### src/rtl/ysyx_23060236_ifu_pkg.sv
// ysyx_23060236_ifu_pkg: IFU state encoding, reset defaults and redirect next-state helper.
package ysyx_23060236_ifu_pkg;

    localparam int          ADDR_LEN_DEF = 32;
    localparam logic [31:0] RESET_PC_DEF = 32'h3000_0000;

    typedef enum logic [2:0] {
        IDLE  = 3'd0,
        REQ   = 3'd1,
        WAIT  = 3'd2,
        HOLD  = 3'd3,
        DRAIN = 3'd4
    } ifu_state_t;

    // A redirect must still swallow a response that is owed by an already accepted request.
    function automatic ifu_state_t redirect_next(input ifu_state_t s, input logic arready, input logic rvalid);
        return ((s == REQ && arready) || ((s == WAIT || s == DRAIN) && !rvalid)) ? DRAIN : REQ;
    endfunction

endpackage

### src/rtl/ysyx_23060236_ifu.sv
// ysyx_23060236_ifu: fetch PC, BTB lookup and single-outstanding icache fetch feeding the IDU.
module ysyx_23060236_ifu
    import ysyx_23060236_ifu_pkg::*;
#(
    parameter int                  ADDR_LEN = ADDR_LEN_DEF,
    parameter logic [ADDR_LEN-1:0] RESET_PC = ADDR_LEN'(RESET_PC_DEF)
) (
    input  logic                clock,
    input  logic                reset,
    output logic [ADDR_LEN-1:0] btb_araddr,
    input  logic [ADDR_LEN-1:0] btb_rdata,
    output logic                icache_arvalid,
    input  logic                icache_arready,
    output logic [ADDR_LEN-1:0] icache_araddr,
    input  logic                icache_rvalid,
    input  logic [ADDR_LEN-1:0] icache_rdata,
    output logic                out_valid,
    input  logic                out_ready,
    output logic [ADDR_LEN-1:0] out_inst,
    output logic [ADDR_LEN-1:0] out_pc,
    output logic [ADDR_LEN-1:0] out_npc,
    input  logic                redirect_valid,
    input  logic [ADDR_LEN-1:0] redirect_pc
);

    ifu_state_t          r_state;
    logic [ADDR_LEN-1:0] r_pc;
    logic [ADDR_LEN-1:0] r_npc_pred;
    logic [ADDR_LEN-1:0] r_inst;
    logic [ADDR_LEN-1:0] r_out_pc;
    logic [ADDR_LEN-1:0] r_out_npc;
    logic [ADDR_LEN-1:0] w_redirect_pc;

    assign w_redirect_pc  = redirect_pc & ~ADDR_LEN'(3);
    assign btb_araddr     = r_pc;
    assign icache_araddr  = r_pc;
    assign icache_arvalid = r_state == REQ;
    // A same-cycle redirect kills the held instruction before decode can take it.
    assign out_valid      = (r_state == HOLD) & ~redirect_valid;
    assign out_inst       = r_inst;
    assign out_pc         = r_out_pc;
    assign out_npc        = r_out_npc;

    always_ff @(posedge clock) begin
        if (reset) begin
            r_state    <= IDLE;
            r_pc       <= RESET_PC;
            r_npc_pred <= '0;
            r_inst     <= '0;
            r_out_pc   <= '0;
            r_out_npc  <= '0;
        end else if (redirect_valid) begin
            r_pc    <= w_redirect_pc;
            r_state <= redirect_next(r_state, icache_arready, icache_rvalid);
        end else begin
            case (r_state)
                IDLE: r_state <= REQ;
                REQ: if (icache_arready) begin
                    r_npc_pred <= btb_rdata;
                    r_state    <= WAIT;
                end
                WAIT: if (icache_rvalid) begin
                    r_inst    <= icache_rdata;
                    r_out_pc  <= r_pc;
                    r_out_npc <= r_npc_pred;
                    r_state   <= HOLD;
                end
                HOLD: if (out_ready) begin
                    r_pc    <= r_npc_pred;
                    r_state <= REQ;
                end
                DRAIN: if (icache_rvalid) r_state <= REQ;
                default: r_state <= IDLE;
            endcase
        end
    end

endmodule
### config.mk
export PLATFORM = sky130hd
export DESIGN_NAME = ysyx_23060236_ifu
export DESIGN_NICKNAME = d
export VERILOG_FILES = /design/src/rtl/ysyx_23060236_ifu_pkg.sv /design/src/rtl/ysyx_23060236_ifu.sv
export SDC_FILE = /design/constraint.sdc
export NUM_CORES = 1
export LEC_CHECK = 0
export BUFFER_PORTS_ARGS = -buffer_cell sky130_fd_sc_hd__buf_4
export CELL_PAD_IN_SITES_DETAIL_PLACEMENT = 1
export CELL_PAD_IN_SITES_GLOBAL_PLACEMENT = 1
export CORE_ASPECT_RATIO = 0.9
export CORE_MARGIN = 3
export CORE_UTILIZATION = 34
export DETAILED_ROUTE_END_ITERATION = 7
export PLACE_DENSITY_LB_ADDON = 0.1
export SYNTH_ARGS = -nofsm -noshare
export SYNTH_HDL_FRONTEND = slang
export SYNTH_SLANG_ARGS = --single-unit
### constraint.sdc
create_clock -name clock -period 2 [get_ports clock]
set_input_delay 0.3 -clock clock [delete_from_list [all_inputs] [get_ports clock]]
set_output_delay 0.3 -clock clock [all_outputs]
set_load 0.005 [all_outputs]
==> summary.md <==
| Metric | Value |
|---|---|
| Outcome | `finished clean` |
| Hold Fails Final Rpt | `0` |
| Switching Share | `a little under a quarter` |
| Synth Register Bits | `163` |
| Commonest cells post-synth | `nand2_1 (258), dfxtp_1 (163), a21oi_1 (133)` |
| DRC viols | `0` |
| Dpl ws | `~240 ps` |
| FP Rows | `46` |
| Final setup TNS | `0 ps` |
| CP peak stage delay | `between 500 and 600 ps` |
| Netlist area before placement | `6355 sq um` |
| Internal cell power | `5903 uW` |
| Relative slew slack | `74.45%` |
| Detail Route Antenna Nets | `0` |
| Post-synth cell types | `28` |
| Sequential Power Share | `around 45%` |
| Die W | `between 150 and 200 um` |
| ANT cells | `0` |
| Met3 Use GR | `about 6.7%` |
| Critical Path AT | `1510 ps` |
| Final WL | `~20000 um` |
| Met1 Use GR | `23.79%` |
| Yosys warns | `0` |
| Worst-path clk slew | `approximately 70 ps` |
| Largest net degree at the start of global routing | `between 70 and 80` |
| Post-CTS Resized | `0` |
| Number of flops mapped to enable cells by yosys | `0` |
| Period Utilization, post-route | `between 90% and 100%` |
| F_max | `551.9 MHz` |
| Starting Density | `between 30% and 40%` |
| Post-Synth XOR/XNOR Area | `0%` |
| Port Buffers | `~260` |
| Mapped Nets | `860` |
| Top Ports | `264` |
| Layout area overhead | `41.27%` |
| Clock share of power | `between 40% and 50%` |
| CP most frequent cell | `buf_4` |
| Pwr per Cell Area | `between 800 and 900 nW/um^2` |
| Initial antenna violation count | `0` |
| Async SR Flop Fraction | `0%` |
| Yosys top cell area share | `51.35%` |
| Vias per inst | `approximately 4.7` |
| Hold-fix buffers, CTS | `0` |
| Final core occ | `approximately half` |
| Prevailing post-synth register cell | `dfxtp_1` |
| CTS tree | `done` |
| Nature of the critical path endpoint | `output pin` |
| MaxCap Viol Count | `0` |
| TritonCTS Buffers | `17` |
| Final setup fails | `0` |
| Comb pwr share | `under 10%` |
| Nets | `between 1k and 1.5k` |
| Cells along the critical path | `nand2b_1, buf_4, nor2_1, buf_4` |
| Clk Latency, worst-skew pair | `between 400 and 500 ps` |
| Adder-Cell Fraction of Synth Area | `0%` |
| Least-Margin Pin Slew | `approximately 370 ps` |
| Post-Syn Instances | `~760` |
| Via count | `5749` |
| Setup ws final | `roughly 190 ps` |
| Global-route wire length before repair | `approximately 31000 um` |
| Max clock buf depth | `2` |
| GPL Wtd Cong | `0.7492` |
| Clk_skew | `about 10 ps` |
| Post-synth top area cell | `dfxtp_1` |
| WL/cell | `approximately 17 um` |
| DR pass1 iterations | `4` |
| Net Switching | `roughly 1700 uW` |
| Syn_area_per_cell | `8.384 sq um` |
| Overflow after GRT | `0` |
| Vias in the first global route | `slightly below 6k` |
| Setup crit start kind | `register` |
| Worst EP required | `1700 ps` |
| Sequential share of the synthesized area | `51.35%` |
| Busiest grt layer | `met2` |
| Met2 GRT Util | `approximately a third` |
| Critical path type | `reg -> out` |
| Crit-path max FO | `10` |
| Leakage | `approximately 0.0038 uW` |
| DP HPWL | `13880 um` |
| Sink Count | `163` |
| Mux contribution to synthesized area | `10.00%` |
| Simple-Gate Fraction of Synth Area | `around 20%` |
| Share of cells above drive strength 1 | `35.14%` |
| Synth Area in Compound Gates | `around 11%` |
| Die area | `20370 sq um` |
| Post-CTS setup repair buffer count | `0` |
| Chip height | `about 140 um` |
| Root Buffer | `clkbuf_16` |
| Top cells by area, synth | `dfxtp_1 (51%), nand2_1 (15%), a21oi_1 (10%), mux2i_1 (5.0%), mux2_2 (5.0%)` |
| Max Slew Vio Count | `0` |
| Area of the core | `around 18000 sq um` |
| Gr usage total | `19.52%` |
| Min Tclk post-route | `~1800 ps` |
| Top-count cell post-synth | `nand2_1` |
| Max VDD drop | `approximately 610 uV` |
| Worst hold path type | `in -> reg` |
| CP max-delay cell | `dfxtp_1` |
| Iteration-0 DRC Markers | `~150` |
| RSZ-0062 raised after global routing | `false` |
| Largest family of logic cells by synthesized area | `simple AND/OR/NAND/NOR gates` |
| Clock H-tree levels | `4` |
critical path, delay by kind of cell (launching register included):
family                 cells  cell delay, ps
buffers and inverters      2             290
and+or+nand+nor            2             230
DFF                        1             570
cells in the final DEF, fill, tap and decap left out:
cell        count
mux2i_1        32
nor3b_1         3
a22oi_1         1
and3b_1         1
clkinvlp_4      5
nor3_1          1
nor3b_4         1
nand2b_1        1
nand4b_1        1
nor4b_4         1
buf_4         270
a2111oi_0       1
a21o_1          1
clkbuf_16      17
nand2_1       258
and2_1          1
nor2b_1         1
nand2b_4        1
mux2_2         28
nand3b_1        1
a21oi_1       133
nor2_1         36
bufinv_16       5
or3b_2          2
clkinv_2        1
buf_12          7
or2_2           1
or4b_4          1
inv_6           4
dfxtp_1       163
flip-flops by register name (all words and copies together), names as in the netlist:
register,count
out_inst,32
r_npc_pred,32
out_npc,32
btb_araddr,32
out_pc,32
r_state,3
metrics by stage:
stage          hold WS, ps  area (sq um)  power [uW]  cells
2_1_floorplan        436.0          6355        3758    758
3_3_place_gp         443.5          8324        4096   1187
3_5_place_dp         447.9          8324        4105   1187
4_1_cts              104.5          8977        7746   1219
5_1_grt              107.8          8977        7948   1219
6_report             119.5          8977        7645   1219
area by class of cell:
type                            instances  area [sq um]
Tap cell                              240         300.3
Fill cell                            2145          8980
Clock inverter                         15         227.7
Clock buffer                           17         425.4
Timing Repair Buffer                  277          2167
Multi-Input combinational cell        507          2594
Sequential cell                       163          3263
kinds of logic after synthesis:
group | after synthesis
mux | 60
compound gates | 136
buf+inv | 88
flops | 163
simple gates | 311
worst paths after layout:
| kind | endpoint | depth (start not counted) | startpoint | slack, ps |
|---|---|---|---|---|
| worst max register to register | out_inst[20] | 5 | r_state[1] | 200 |
| worst min register to register | out_pc[22] | 2 | out_pc[22] | 450 |
| worst min-delay path | btb_araddr[2] | 3 | redirect_pc[2] | 120 |
| worst max-delay path | out_valid | 4 | r_state[0] | 190 |
power groups by stage:
stage	Clock, uW	Sequential, uW	Combinational (uW)
3_3_place_gp	0	3480	618
6_report	3620	3400	618
5_1_grt	3850	3420	679
4_1_cts	3710	3410	628
3_5_place_dp	0	3480	626
2_1_floorplan	0	3440	315
per-layer routing:
metal	vias to the layer above	wire length, um
li1	2854	-
met3	16	1524
met1	2735	8555
met5	-	0
met4	0	297
met2	144	9837
Note: power is estimated with default switching activity, not from simulation.
